[config.mk]
export PLATFORM = sky130hd
export DESIGN_NAME = rps_round_ctrl
export DESIGN_NICKNAME = d
export VERILOG_FILES = /design/src/rtl/rps_pkg.sv /design/src/rtl/rps_player_slot.sv /design/src/rtl/rps_round_ctrl.sv
export SDC_FILE = /design/constraint.sdc
export NUM_CORES = 1
export LEC_CHECK = 0
export BUFFER_PORTS_ARGS = -buffer_cell sky130_fd_sc_hd__buf_2
export CAP_MARGIN = 20
export CELL_PAD_IN_SITES_DETAIL_PLACEMENT = 1
export CELL_PAD_IN_SITES_GLOBAL_PLACEMENT = 1
export CORE_ASPECT_RATIO = 1.75
export CORE_MARGIN = 1
export CORE_UTILIZATION = 48
export DETAILED_ROUTE_END_ITERATION = 16
export PLACE_DENSITY = 0.82
export SYNTH_ARGS = -nofsm -noshare
export SYNTH_HDL_FRONTEND = slang
export SYNTH_SLANG_ARGS = --single-unit
[constraint.sdc]
create_clock -name clk -period 6.8 [get_ports clk]
set_input_delay 1.36 -clock clk [delete_from_list [all_inputs] [get_ports clk]]
set_output_delay 1.36 -clock clk [all_outputs]
set_load 0.01 [all_outputs]
[src/rtl/rps_pkg.sv]
// Shared types and helpers for the rock-paper-scissors round sequencer.
package rps_pkg;

  typedef enum logic [2:0] {
    ST_IDLE       = 3'd0,
    ST_SELECT     = 3'd1,
    ST_REVEAL     = 3'd2,
    ST_RESULT     = 3'd3,
    ST_MATCH_OVER = 3'd4
  } state_e;

  localparam logic [1:0] ROCK     = 2'd0;
  localparam logic [1:0] PAPER    = 2'd1;
  localparam logic [1:0] SCISSORS = 2'd2;

  localparam logic [1:0] WIN_NONE = 2'd0;
  localparam logic [1:0] WIN_P1   = 2'd1;
  localparam logic [1:0] WIN_P2   = 2'd2;

  // Winner code from d = (c1 - c2 + 3) mod 3; choices are always 0..2.
  function automatic logic [1:0] rps_result(input logic [1:0] c1, input logic [1:0] c2);
    logic [2:0] d;
    d = 3'(c1) + 3'd3 - 3'(c2);
    if (d >= 3'd3) d = d - 3'd3;
    case (d)
      3'd1:    rps_result = WIN_P1;
      3'd2:    rps_result = WIN_P2;
      default: rps_result = WIN_NONE;
    endcase
  endfunction

  // The CPU may present the unused code 3; it is treated as rock.
  function automatic logic [1:0] sanitize_choice(input logic [1:0] c);
    sanitize_choice = (c == 2'd3) ? ROCK : c;
  endfunction

endpackage

[src/rtl/rps_player_slot.sv]
// One player's choice register and lock flag with select/confirm handling.
// Inputs arrive already qualified by the sequencer (SELECT state, mode).
module rps_player_slot
  import rps_pkg::*;
(
  input  logic       clk,
  input  logic       rst_n,
  input  logic       clear_i,
  input  logic       sel_i,
  input  logic       conf_i,
  input  logic       load_i,
  input  logic [1:0] load_choice_i,
  output logic [1:0] choice_o,
  output logic       locked_o
);

  logic [1:0] choice_q, choice_d;
  logic       locked_q, locked_d;

  // Next choice/lock: clear wins, then a direct load, then confirm over select.
  always_comb begin
    // NOTE: every signal gets a default first so no path leaves it unassigned (no latch).
    choice_d = choice_q;
    locked_d = locked_q;
    if (clear_i) begin
      choice_d = ROCK;
      locked_d = 1'b0;
    end else if (!locked_q) begin
      if (load_i) begin
        choice_d = load_choice_i;
        locked_d = 1'b1;
      end else if (conf_i) begin
        locked_d = 1'b1;
      end else if (sel_i) begin
        choice_d = (choice_q == SCISSORS) ? ROCK : choice_q + 2'd1;
      end
    end
  end

  // Choice and lock registers.
  always_ff @(posedge clk or negedge rst_n) begin
    // NOTE: sequential state uses non-blocking assignments so all registers update together.
    if (!rst_n) begin
      choice_q <= ROCK;
      locked_q <= 1'b0;
    end else begin
      choice_q <= choice_d;
      locked_q <= locked_d;
    end
  end

  assign choice_o = choice_q;
  assign locked_o = locked_q;

endmodule

[src/rtl/rps_round_ctrl.sv]
// Round sequencer: select, lock, reveal hold, scoring and match end.
module rps_round_ctrl
  import rps_pkg::*;
#(
  parameter int REVEAL_CYCLES = 100_000_000,
  parameter int SCORE_W       = 4,
  parameter int WIN_SCORE     = 3
) (
  input  logic               clk,
  input  logic               rst_n,
  input  logic               mode,
  input  logic               sel1_p,
  input  logic               conf1_p,
  input  logic               sel2_p,
  input  logic               conf2_p,
  input  logic               start_p,
  input  logic [1:0]         cpu_choice,
  input  logic               cpu_valid,
  output logic [2:0]         state_o,
  output logic [1:0]         choice1_o,
  output logic [1:0]         choice2_o,
  output logic               locked1_o,
  output logic               locked2_o,
  output logic               reveal_o,
  output logic [1:0]         winner_o,
  output logic [SCORE_W-1:0] score1_o,
  output logic [SCORE_W-1:0] score2_o,
  output logic               match_over_o
);

  localparam int                CNT_W    = $clog2(REVEAL_CYCLES + 1);
  localparam logic [CNT_W-1:0]  CNT_LAST = CNT_W'(REVEAL_CYCLES - 1);
  localparam logic [SCORE_W-1:0] WIN_VAL = SCORE_W'(WIN_SCORE);

  state_e             state_q, state_d;
  logic               mode_q, mode_d;
  logic [CNT_W-1:0]   cnt_q, cnt_d;
  logic [1:0]         winner_q, winner_d;
  logic [SCORE_W-1:0] score1_q, score1_d, score2_q, score2_d;
  logic               clear_slots;
  logic               in_select;
  logic [1:0]         result;

  assign in_select = (state_q == ST_SELECT);
  assign result    = rps_result(choice1_o, choice2_o);

  // Next-state and datapath updates for the round sequence.
  always_comb begin
    state_d     = state_q;
    mode_d      = mode_q;
    cnt_d       = cnt_q;
    winner_d    = winner_q;
    score1_d    = score1_q;
    score2_d    = score2_q;
    clear_slots = 1'b0;
    case (state_q)
      ST_IDLE: begin
        if (start_p) begin
          mode_d      = mode;
          score1_d    = '0;
          score2_d    = '0;
          winner_d    = WIN_NONE;
          clear_slots = 1'b1;
          state_d     = ST_SELECT;
        end
      end
      ST_SELECT: begin
        if (locked1_o && locked2_o) begin
          cnt_d   = '0;
          state_d = ST_REVEAL;
        end
      end
      ST_REVEAL: begin
        if (cnt_q == CNT_LAST) state_d = ST_RESULT;
        else                   cnt_d   = cnt_q + CNT_W'(1);
      end
      ST_RESULT: begin
        winner_d = result;
        if (result == WIN_P1) score1_d = score1_q + SCORE_W'(1);
        if (result == WIN_P2) score2_d = score2_q + SCORE_W'(1);
        if (score1_d == WIN_VAL || score2_d == WIN_VAL) begin
          state_d = ST_MATCH_OVER;
        end else begin
          clear_slots = 1'b1;
          state_d     = ST_SELECT;
        end
      end
      ST_MATCH_OVER: begin
        if (start_p) state_d = ST_IDLE;
      end
      default: state_d = ST_IDLE;
    endcase
  end

  // Sequencer state, mode latch, reveal counter, winner and scores.
  always_ff @(posedge clk or negedge rst_n) begin
    if (!rst_n) begin
      state_q  <= ST_IDLE;
      mode_q   <= 1'b0;
      cnt_q    <= '0;
      winner_q <= WIN_NONE;
      score1_q <= '0;
      score2_q <= '0;
    end else begin
      state_q  <= state_d;
      mode_q   <= mode_d;
      cnt_q    <= cnt_d;
      winner_q <= winner_d;
      score1_q <= score1_d;
      score2_q <= score2_d;
    end
  end

  rps_player_slot u_slot1 (
    .clk           (clk),
    .rst_n         (rst_n),
    .clear_i       (clear_slots),
    .sel_i         (sel1_p & in_select),
    .conf_i        (conf1_p & in_select),
    .load_i        (1'b0),
    .load_choice_i (ROCK),
    .choice_o      (choice1_o),
    .locked_o      (locked1_o)
  );

  // In CPU mode the P2 buttons are masked and the CPU strobe loads the slot.
  rps_player_slot u_slot2 (
    .clk           (clk),
    .rst_n         (rst_n),
    .clear_i       (clear_slots),
    .sel_i         (sel2_p & in_select & ~mode_q),
    .conf_i        (conf2_p & in_select & ~mode_q),
    .load_i        (cpu_valid & in_select & mode_q),
    .load_choice_i (sanitize_choice(cpu_choice)),
    .choice_o      (choice2_o),
    .locked_o      (locked2_o)
  );

  assign state_o      = state_q;
  assign reveal_o     = (state_q == ST_REVEAL) || (state_q == ST_RESULT);
  assign match_over_o = (state_q == ST_MATCH_OVER);
  assign winner_o     = winner_q;
  assign score1_o     = score1_q;
  assign score2_o     = score2_q;

endmodule
==> impl_metrics.ini <==
[run_status]
status = finished, final reports clean

[floorplanning]
io_pins = 32
core_mm2 = 0.00554
fp.dieArea_mm2 = 0.00603
chipHeight_um = 102
die_w_um = 59.1
row_count = 36
initial_utilization_pct = 49.5

[min_path]
hold_class = reg2reg

[setup_path]
startpoint_type = flop
critPathRequiredTime_ns = 6.99
worstPathCellList = inv_1 > ha_1 > fa_1 > ha_1 > ha_1 > o41ai_2 > nor4b_4 > nor4_4 > or3_1
cp.arrival_ns = 3.62
crit_type = reg2reg
cpLargestDelayFamily = adder cells
r2r_slack_ns = 3.38
max_stage_delay_ns = 0.72
cp_common_cell = ha_1
crit_fanout = 8
crit_buf_inv = 1
cp_slowest_cell = o41ai_2
cp-end-kind = flop

[timing]
skew_ns = 0.0136
fin_crit_sh_pct = 50.3
fmax_mhz = 292
fin_tns_setup_ns = 0
layout_min_cycle_time_ns = 3.42
whs_ns = 0.495
hold_viol_final = 0
rsz0062_at_grt = false
slew_headroom_pct = 29.1
setup_viol = 0
worst_pin_slew_ns = 1.05
drv_slew = 0

[place]
place_congestion = 0.792
postPlaceCellArea_mm2 = 0.00295
place_hpwl_um = 5420
port_buffers = 31

[clock_tree]
cts_hold_buf = 0
cts_root_buf = clkbuf_8
clock_sinks = 47
path_clk_slew_ns = 0.10
htree_levels = 2
cts-resized-gates = 0
cts_buffers = 5
post-cts-setup-buffer-count = 0
cts_tree = built
clk_latency_ns = 0.30
clockBufferDepth = 2

[layout]
register_area_mm2 = 0.00118
final_area_mm2 = 0.00308
multi_input_area_mm2 = 0.00147
area_growth_pct = 12.3
diodes = 0
n_fill_cell = 680
drive_above_1_share_pct = 16.0
nNetsFinal = 350
fin_util_pct = 55.6

[yosys]
synth_flop_cell = dfrtp_1
yosysTopAreaCellShare_pct = 42.9
synth.area.top_cells = dfrtp_1 43%, o21ai_0 5.1%, a21oi_1 4.7%
synth_most_common_cell = dfrtp_1
synth_edf_count = 0
syn_area_per_cell_um2 = 9.08
synthesis.area_mm2 = 0.00274
ys_types = 49
async_flop_share_pct = 100
syn_nets = 320
synth_area_leader_cell = dfrtp_1
synth_top_cells_by_count = 47 x dfrtp_1, 28 x o21ai_0, 26 x a21oi_1, 25 x nand2_1, 16 x or3_1
yosysWarnings = 0
synth.yosys.seq_area_share_pct = 42.9
synth_seq_cells = 47
syn_inst = 302

[route]
ant_nets = 0
avgViaCountPerCell = 6.13
wirelength_um = 7320
drtIter0Drc = 87
drc = 0
post_drt_wl_per_cell_um = 17.9
vias = 2501
dr.pass1.iters = 4

[job]
max_cap_viol_count = 0

[global_routing]
grt_pass1_wl_um = 11800
grt_max_degree = 48
antenna_found_initial = 0
grt_pass1_vias = 2548
grt_overflow = 0
grtUsageTotal_pct = 26.0

[power]
power_density_mw_per_mm2 = 348
vdd_drop_max_mv = 0.150
total_leakage_power_nw = 1.29
==> registers in the layout, summed over array words and instances, names as in the netlist <==
register	count
winner_o	2
u_slot2.choice_o	2
u_slot2.locked_o	1
cnt_q	27
mode_q	1
score1_o	4
state_o	3
u_slot1.locked_o	1
u_slot1.choice_o	2
score2_o	4
==> worst register-to-register path, delay by kind of cell, from the launching register on <==
kind            cells  cell delay (ns)
fa+ha+maj           4             1.20
simple gates        3             0.93
compound gates      1             0.72
flops               1             0.39
buf+inv             1             0.08
==> stage by stage <==
| stage | setup WS, ns | cells | power (mW) |
|---|---|---|---|
| final | 3.38 | 408 | 1.07 |
| after global routing | 3.22 | 408 | 1.14 |
| after CTS | 3.37 | 407 | 1.08 |
| after detailed placement | 3.37 | 400 | 0.872 |
| after global placement | 3.53 | 400 | 0.837 |
| after floorplan | 3.69 | 302 | 0.725 |
==> cells by family (layout without fill, tap and decap cells) <==
family | count (synthesis) | count (layout) | share of synthesized area [%]
buf+inv | 24 | 54 | 3.51
fa+ha+maj | 7 | 7 | 3.47
xor+xnor | 5 | 5 | 1.60
simple gates | 134 | 134 | 28.7
compound gates | 81 | 81 | 18.3
mux | 4 | 4 | 1.51
flops | 47 | 47 | 42.9
==> metal layers <==
layer | vias up | track usage, % | share of wire [%]
met5 | - | 0 | 0
li1 | 1182 | - | -
met3 | 14 | 3.04 | 1.5
met2 | 38 | 51.9 | 58
met1 | 1267 | 25.6 | 38
met4 | 0 | 11.4 | 2.3
==> worst paths after layout <==
check | start | endpoint | cells after the start
setup / recovery | u_slot2.choice_o[0] | state_o[0] | 9
hold / removal | winner_o[0] | winner_o[0] | 2
setup reg to reg | u_slot2.choice_o[0] | state_o[0] | 9
hold reg to reg | winner_o[0] | winner_o[0] | 2
max in group asynchronous | rst_n | cnt_q[7] | 2
min in group asynchronous | rst_n | cnt_q[11] | 1
==> final cells by class <==
| class | count | area share (%) |
|---|---|---|
| multi-input combinational | 231 | 47.7 |
| sequential | 47 | 38.2 |
| inverter | 15 | 1.83 |
| clock inverter | 2 | 1.22 |
| tap | 76 | 3.09 |
| timing repair buffer | 32 | 5.69 |
| clock buffer | 5 | 2.24 |
==> cell usage in the layout (no fill, tap or decap), types with 3 or more instances in the layout <==
cell	instances
ha_1	6
buf_2	31
and3_1	5
o21ai_0	28
mux2i_1	3
nor3_1	10
and2_1	4
a21oi_1	26
nand4_1	15
nand2_1	25
xnor2_1	4
nand2b_1	4
or4_1	6
or3_1	16
a211oi_1	4
nand3_1	14
or3b_2	3
o31ai_1	8
a32o_1	3
nor2_1	15
clkbuf_8	5
dfrtp_1	47
inv_1	15
==> power breakdown <==
part	switching, mW	internal [mW]	total (mW)	leakage, nW
Sequential	0.0563	0.321	0.377	0.643
Clock	0.0964	0.108	0.204	0.0502
Combinational	0.298	0.192	0.490	0.601
Total	0.451	0.621	1.07	1.29
Note: power is estimated with default switching activity, not from simulation.
